### config.mk
export PLATFORM = sky130hd
export DESIGN_NAME = bcd_adder_serial
export DESIGN_NICKNAME = d
export VERILOG_FILES = /design/src/rtl/bcd_adder_serial_pkg.sv /design/src/rtl/bcd_adder_serial_digit.sv /design/src/rtl/bcd_adder_serial.sv
export SDC_FILE = /design/constraint.sdc
export NUM_CORES = 1
export LEC_CHECK = 0
export ABC_AREA = 0
export ABC_CLOCK_PERIOD_IN_PS = 3200
export BUFFER_PORTS_ARGS = -buffer_cell sky130_fd_sc_hd__buf_2
export CORE_ASPECT_RATIO = 1.75
export CORE_MARGIN = 2
export CORE_UTILIZATION = 49
export DETAILED_ROUTE_END_ITERATION = 8
export GPL_TIMING_DRIVEN = 0
export PLACE_DENSITY = 0.82
export REMOVE_ABC_BUFFERS = 1
export SLEW_MARGIN = 15
export SYNTH_ARGS = -nofsm -noshare
export SYNTH_HDL_FRONTEND = slang
export SYNTH_SLANG_ARGS = --single-unit
### constraint.sdc
create_clock -name clk -period 3.2 [get_ports clk]
set_clock_uncertainty 0.15 [all_clocks]
set_input_delay 0.16 -clock clk [delete_from_list [all_inputs] [get_ports clk]]
set_output_delay 0.16 -clock clk [all_outputs]
set_load 0.005 [all_outputs]
### src/rtl/bcd_adder_serial_pkg.sv
// bcd_adder_serial_pkg: shared state encoding and seven-segment patterns for the serial BCD adder
package bcd_adder_serial_pkg;
    typedef enum logic [1:0] {IDLE, ADD, DONE} state_t;
    localparam logic [6:0] SEG_0     = 7'b1000000;
    localparam logic [6:0] SEG_1     = 7'b1111001;
    localparam logic [6:0] SEG_2     = 7'b0100100;
    localparam logic [6:0] SEG_3     = 7'b0110000;
    localparam logic [6:0] SEG_4     = 7'b0011001;
    localparam logic [6:0] SEG_5     = 7'b0010010;
    localparam logic [6:0] SEG_6     = 7'b0000010;
    localparam logic [6:0] SEG_7     = 7'b1111000;
    localparam logic [6:0] SEG_8     = 7'b0000000;
    localparam logic [6:0] SEG_9     = 7'b0010000;
    localparam logic [6:0] SEG_DASH  = 7'b0111111;
    localparam logic [6:0] SEG_BLANK = 7'b1111111;
    function automatic logic [6:0] seg_decode(input logic [3:0] d);
        case (d)
            4'd0: return SEG_0;
            4'd1: return SEG_1;
            4'd2: return SEG_2;
            4'd3: return SEG_3;
            4'd4: return SEG_4;
            4'd5: return SEG_5;
            4'd6: return SEG_6;
            4'd7: return SEG_7;
            4'd8: return SEG_8;
            4'd9: return SEG_9;
            default: return SEG_BLANK;
        endcase
    endfunction
endpackage

### src/rtl/bcd_adder_serial_digit.sv
// bcd_digit_add: one-digit BCD add with decimal correction and invalid-digit flag
module bcd_digit_add (
    input  logic [3:0] a,
    input  logic [3:0] b,
    input  logic       ci,
    output logic [3:0] s,
    output logic       co,
    output logic       inv
);
    logic [4:0] t;
    assign t   = {1'b0, a} + {1'b0, b} + {4'b0, ci};
    assign co  = t > 5'd9;
    assign s   = co ? t[3:0] + 4'd6 : t[3:0];
    assign inv = (a > 4'd9) || (b > 4'd9);
endmodule

### src/rtl/bcd_adder_serial.sv
// bcd_adder_serial: N-digit packed-BCD adder, one digit per clock LSD first,
// with sticky invalid-digit error and active-low seven-segment outputs.
module bcd_adder_serial
    import bcd_adder_serial_pkg::*;
#(
    parameter int DIGITS = 2
) (
    input  logic                  clk,
    input  logic                  rst_n,
    input  logic                  start,
    input  logic [4*DIGITS-1:0]   x,
    input  logic [4*DIGITS-1:0]   y,
    input  logic                  cin,
    output logic                  busy,
    output logic                  done,
    output logic [4*DIGITS-1:0]   sum,
    output logic                  cout,
    output logic                  error,
    output logic [7*DIGITS-1:0]   seg
);
    localparam int IDXW = DIGITS > 1 ? $clog2(DIGITS) : 1;
    localparam int W    = 4 * DIGITS;

    state_t          state, state_n;
    logic [W-1:0]    xs, ys, acc, acc_n;
    logic [IDXW-1:0] idx;
    logic            carry, serr, last, dco, dinv, err_n;
    logic [3:0]      dsum;

    assign last  = idx == IDXW'(DIGITS - 1);
    assign err_n = serr | dinv;

    bcd_digit_add u_digit (
        .a  (xs[idx*4 +: 4]),
        .b  (ys[idx*4 +: 4]),
        .ci (carry),
        .s  (dsum),
        .co (dco),
        .inv(dinv)
    );

    always_comb begin
        acc_n = acc;
        acc_n[idx*4 +: 4] = dsum;
    end

    always_ff @(posedge clk or negedge rst_n)
        if (!rst_n) state <= IDLE;
        else        state <= state_n;

    always_comb begin
        state_n = state;
        busy    = state != IDLE;
        done    = state == DONE;
        state_n = state == IDLE ? (start ? ADD : IDLE) :
                  state == ADD  ? (last ? DONE : ADD) : IDLE;
    end

    always_ff @(posedge clk or negedge rst_n) begin
        if (!rst_n) begin
            xs    <= '0;
            ys    <= '0;
            acc   <= '0;
            idx   <= '0;
            carry <= 1'b0;
            serr  <= 1'b0;
            sum   <= '0;
            cout  <= 1'b0;
            error <= 1'b0;
        end else if (state == IDLE && start) begin
            xs    <= x;
            ys    <= y;
            carry <= cin;
            acc   <= '0;
            idx   <= '0;
            serr  <= 1'b0;
        end else if (state == ADD) begin
            acc   <= acc_n;
            carry <= dco;
            serr  <= err_n;
            idx   <= last ? idx : idx + 1'b1;
            // output registers only move on the edge entering DONE
            if (last) begin
                sum   <= err_n ? '0 : acc_n;
                cout  <= !err_n && dco;
                error <= err_n;
            end
        end
    end

    for (genvar i = 0; i < DIGITS; i++) begin : g_seg
        assign seg[7*i +: 7] = error ? SEG_DASH : seg_decode(sum[4*i +: 4]);
    end
endmodule

==> qor.txt, run 1 <==
# diodes - 0
Longest Clk Path Bufs - 2
first-pass GRT wire length - 7355 um
r2r setup slk - 90 ps
Crit-path slowest cell - fa_2
Starting Density - 0.5089
core area - 4150 um^2
Avg Vias per Cell - 5.359
fillers - 348
sequential share of the synthesized area - 0.4147
CP max stage delay - 550 ps
worst-skew pair later-pin latency - 290 ps
Synth Instances - 207
Worst VDD drop - 1196 uV
clock root cell - clkbuf_8
Hold Fails Final Rpt - 0
max_cap viols - 0
I/O Buffers - 45
I/O Pins - 46
post-route DRC violation count - 0
TritonCTS clock tree - yes
Die X - 53.63 um
final worst-path setup slack - 92.72 ps
post-route cell area - 2683 um^2
GPL Wtd Cong - 0.7728
die area - 4872 um^2
Hold WC Path Type - input pin to flip-flop
top cells by instance count after synthesis - dfrtp_1, mux2_2, nor2_1
Num Clock Sinks - 35
Total Wirelength - 4446 um
Yosys top cell area share - 0.4147
Syn Area/Cell - 10.20 um^2
vias in the first global route - 1693
Final nets - 306
Synth Flop Type - dfrtp_1
area post-placement - 2365 um^2
synth warn - 0
layout cells sized above 1 - 0.3432
final setup vio count - 0
CTS buffer count - 5
grt total ovfl - 0
Iter 0 DRT Violations - 55
critical path startpoint category - flip-flop
DR WL/cell - 13.89 um
Place WS - -427.2 ps
DR pass1 iterations - 4
post-route ant nets - 0
Async SR Flop Fraction - 1.000
pin count of the biggest net entering global routing - 36
initial antenna violation count - 0
Worst Path Max Fanout - 4
mapped cell area - 2112 um^2
Fmax achieved - 0.3218 GHz
PD cells - 1363 nW/um^2
most numerous cell in the Yosys netlist - dfrtp_1
clock slew at reported path FFs - 70 ps
CP arrival - 3120 ps
crit path kind - flip-flop to flip-flop
CP dominant cell by count - fa_2
H-tree level count - 2
via count - 1715
Rows - 31
required time worst endpoint - 3220 ps
Worst Setup End Kind - flip-flop
post-layout min period - 3107 ps
Worst-Margin Slew - 919.2 ps
Yosys top cell by area - dfrtp_1
Max Slew Vio Count - 0
Synth cell types - 30
detailed placement HPWL - 3084 um
leak pwr - 1.241 nW
die height - 90.85 um
RSZ-0062 raised after global routing - no
Slew HR - 0.3866
EDFF count, synth - 0
area grow syn2layout - 27.01%
CP cell instances - mux2_2 > fa_2 > fa_2 > inv_1 > ha_2 > nor2b_1 > o41a_4 > mux2i_2 > a22o_1
hold_ws - 19.11 ps
GRT Overall Usage - 0.2041
top cells by area, synth - dfrtp_1, mux2_2, ha_1, nand2b_1, a22o_1
status - finished clean
Synth Register Bits - 35
fin crit share - 0.9710
## placed cells by master (no fill, tap or decap), types with 2 or more instances in the layout
cell type,instances
buf_2,45
a21oi_1,13
clkbuf_8,6
o21bai_1,4
o21a_1,2
nor2b_1,5
buf_4,2
dlygate4sd3_1,18
nor2_1,16
dfrtp_1,34
nand2b_1,16
a22o_1,8
nand2_1,15
xnor2_2,2
o21ai_0,5
fa_2,2
a21o_2,2
inv_1,9
ha_1,13
or2_2,2
nor3_1,4
o22ai_1,9
mux2_2,25
## cell type report
type | count | area [um^2] | area share
timing repair buffer | 65 | 420.4 | 0.1567
clock buffer | 7 | 86.33 | 0.03218
sequential | 35 | 877.1 | 0.3270
multi-input combinational | 154 | 1195 | 0.4454
inverter | 9 | 33.78 | 0.01259
clock inverter | 1 | 8.758 | 0.003265
tap | 49 | 61.31 | 0.02285
## per-layer routing
layer  share of wire  GRT usage  vias to the layer above
met5               0          0                        -
met2            0.58     0.3858                       40
met3           0.035    0.03311                        6
li1                -          -                      851
met1            0.37     0.2064                      818
met4           0.017    0.07692                        0
## critical path, delay by kind of cell (launching register included)
kind,cells,cell delay [ps]
and+or+nand+nor,1,140
AOI/OAI and AO/OA,2,590
adders and majority gates,3,1120
muxes,2,540
DFF,1,400
buffers and inverters,1,60
## cells by family after synthesis
logic type / Yosys count / synth area share
buffers and inverters: 18 / 0.03317
flip-flops: 35 / 0.4147
AND/OR/NAND/NOR: 62 / 0.1451
XOR/XNOR: 2 / 0.008295
multiplexers: 27 / 0.1428
adder cells (fa/ha/maj): 16 / 0.1019
AO/OA/AOI/OAI: 47 / 0.1540
## timing repair
item / CTS / global route
resized for setup: 6 / 1
setup endpoints to repair: 8 / 4
pin swaps: 1 / 2
cloned: 0 / 0
buffers inserted: 2 / 0
endpoints found under the hold margin: 52 / 0
hold buffers: 18 / 0
## registers in the layout (all words and copies together), names as in the netlist
register,flops
acc,4
carry,1
cout,1
error,1
idx,1
serr,1
state,2
sum,8
xs,8
ys,8
## where the power goes
part	internal, W	switching [W]	leakage [nW]
logic	0.00130	0.00118	0.759
clock network	0.000176	0.000154	0.0484
registers	0.000644	0.000203	0.433
total	0.00212	0.00154	1.24
## worst paths after layout
kind                                        from                 end  depth (start not counted)
min in group asynchronous                  rst_n   ys[5]$_DFFE_PN0P_                          2
max in group asynchronous                  rst_n     idx$_DFFE_PN0P_                          2
worst max-delay path             idx$_DFFE_PN0P_  sum[6]$_DFFE_PN0P_                          9
worst min register to register  cout$_DFFE_PN0P_    cout$_DFFE_PN0P_                          2
worst max register to register   idx$_DFFE_PN0P_  sum[6]$_DFFE_PN0P_                          9
worst min-delay path                       start     idx$_DFFE_PN0P_                          4
## metrics by stage
stage	utilization	TNS (ps)	instances	power, W
2_1_floorplan	-	-456.5	198	0.002481
6_report	0.6464	0	320	0.003655
4_1_cts	0.6446	0	320	0.003634
3_3_place_gp	0.5692	-1671	292	0.002949
3_5_place_dp	0.5698	-2319	292	0.003043
5_1_grt	0.6464	0	320	0.003960
No activity file was read; power rests on OpenSTA's default activity.
==> run 2, diff against run 1 <==
--- a/config.mk
+++ b/config.mk
@@ -10,10 +10,10 @@
 export BUFFER_PORTS_ARGS = -buffer_cell sky130_fd_sc_hd__buf_2
 export CORE_ASPECT_RATIO = 1.75
 export CORE_MARGIN = 2
-export CORE_UTILIZATION = 49
+export CORE_UTILIZATION = 48
 export DETAILED_ROUTE_END_ITERATION = 8
 export GPL_TIMING_DRIVEN = 0
-export PLACE_DENSITY = 0.82
+export PLACE_DENSITY = 0.81
 export REMOVE_ABC_BUFFERS = 1
 export SLEW_MARGIN = 15
 export SYNTH_ARGS = -nofsm -noshare
==> run 2 against run 1 <==
Compared with the run above:
- hold slack got worse by 11 ps
- critical path depth unchanged
- utilization decreased by 0.66 points
- fmax decreased by 0.73%
- critical endpoint unchanged
- via count increased by 0.76%
- flip-flop and latch count unchanged
- non-clock buffer count increased by 3
- cell count increased by 0.31%
- setup slack got worse by 23 ps
- cell area about the same
- global-route usage decreased by 0.32 points
- register-to-register slack got worse by 20 ps
==> qor.txt, run 2 (synthesis results as in run 1) <==
register area - 877.1 um^2
Rows - 31
Fmax achieved - 0.3195 GHz
GPL Wtd Cong - 0.7455
fin crit share - 0.9782
vias in the first global route - 1757
Slew HR - 0.4149
area grow syn2layout - 26.90%
Starting Density - 0.5042
TritonCTS clock tree - yes
die height - 91.75 um
r2r setup slk - 70 ps
commonest non-fill, non-tap cell in the layout - buf_2
DR WL/cell - 13.96 um
critical path startpoint category - flip-flop
I/O Buffers - 45
Top Registers - sum (8), xs (8), ys (8)
clock root cell - clkbuf_8
Worst Path Max Fanout - 4
Worst-Margin Slew - 876.7 ps
GRT Overall Usage - 0.2008
via count - 1728
required time worst endpoint - 3220 ps
Hold Fails Final Rpt - 0
I/O Pins - 46
CTS buffer count - 5
# diodes - 0
Die X - 54.14 um
Longest Clk Path Bufs - 2
most frequent cells in the layout - buf_2, dfrtp_1, mux2_2, dlygate4sd3_1
max_cap viols - 0
crit path kind - flip-flop to flip-flop
Final nets - 309
post-route ant nets - 0
final setup vio count - 0
Avg Vias per Cell - 5.383
Worst Setup End Kind - flip-flop
Max Slew Vio Count - 0
hold_ws - 8.237 ps
Hold WC Path Type - input pin to flip-flop
status - finished clean
Total Wirelength - 4480 um
post-route DRC violation count - 0
die area - 4967 um^2
CP arrival - 3150 ps
layout cells sized above 1 - 0.3456
worst-skew pair later-pin latency - 280 ps
detailed placement HPWL - 3069 um
fillers - 379
H-tree level count - 2
post-layout min period - 3130 ps
Num Clock Sinks - 35
first-pass GRT wire length - 7389 um
DR pass1 iterations - 4
Iter 0 DRT Violations - 22
core area - 4189 um^2
clock slew at reported path FFs - 60 ps
grt total ovfl - 0
pin count of the biggest net entering global routing - 36
initial antenna violation count - 0
area occupied by multi-input gates - 1195 um^2
## run 2: changes by cell type in the layout (fill, tap and decap cells not counted)
cell | previous run | this run
mux2_2 | 25 | 23
clkinv_4 | 1 | 0
xnor2_1 | 0 | 1
xnor2_2 | 2 | 1
buf_4 | 2 | 6
clkbuf_8 | 6 | 5
mux2_4 | 0 | 2
dlygate4sd3_1 | 18 | 17
## run 2: metrics by stage
| stage | instance area (um^2) | TNS, ps | util | setup slack [ps] | std cells |
|---|---|---|---|---|---|
| after floorplan | 2076 | -456.5 | - | -116.8 | 198 |
| after global placement | 2362 | -1715 | 0.5639 | -353.9 | 292 |
| after detailed placement | 2365 | -2352 | 0.5645 | -431.3 | 292 |
| after CTS | 2644 | 0 | 0.6311 | 62.50 | 318 |
| after global routing | 2680 | -79.48 | 0.6398 | -41.48 | 321 |
| final | 2680 | 0 | 0.6398 | 69.81 | 321 |
## run 2: path summary, 6_finish.rpt
path	start	end	cells after the start
max reg2reg	idx$_DFFE_PN0P_	sum[6]$_DFFE_PN0P_	9
max	idx$_DFFE_PN0P_	sum[6]$_DFFE_PN0P_	9
max in group asynchronous	rst_n	idx$_DFFE_PN0P_	2
min reg2reg	cout$_DFFE_PN0P_	cout$_DFFE_PN0P_	2
min	cin	carry$_DFFE_PN0P_	3
min in group asynchronous	rst_n	ys[2]$_DFFE_PN0P_	2
## run 2: cell type report
| cell class | instances | area share |
|---|---|---|
| Clock buffer | 6 | 0.02708 |
| Inverter | 9 | 0.01261 |
| Tap cell | 49 | 0.02288 |
| Sequential cell | 35 | 0.3273 |
| Multi-Input combinational cell | 154 | 0.4458 |
| Timing Repair Buffer | 68 | 0.1643 |
## run 2: critical path, cell delays in order, from the launching register on
cell     delay, ps
dfrtp_2        450
mux2_4         320
fa_2           370
fa_2           550
inv_1           60
ha_2           180
nor2b_1        140
o41a_4         400
mux2i_2        180
a22o_1         210
## run 2: layer usage
metal,vias up,share of wire,GRT usage
li1,854,-,-
met1,827,0.37,0.2110
met2,42,0.58,0.3735
met3,5,0.035,0.03420
met4,0,0.017,0.06875
met5,-,0,0
## run 2: what timing repair did
action,in CTS,in global routing
endpoints found under the setup margin,8,4
hold buffers,17,0
buffers inserted,3,3
pin swaps,3,2
endpoints found under the hold margin,51,0
resized for setup,5,3
Power of run 2 is left out: the tool's default activity adds up to more than one toggle a clock period on the data nets, which glitch-free logic cannot reach.
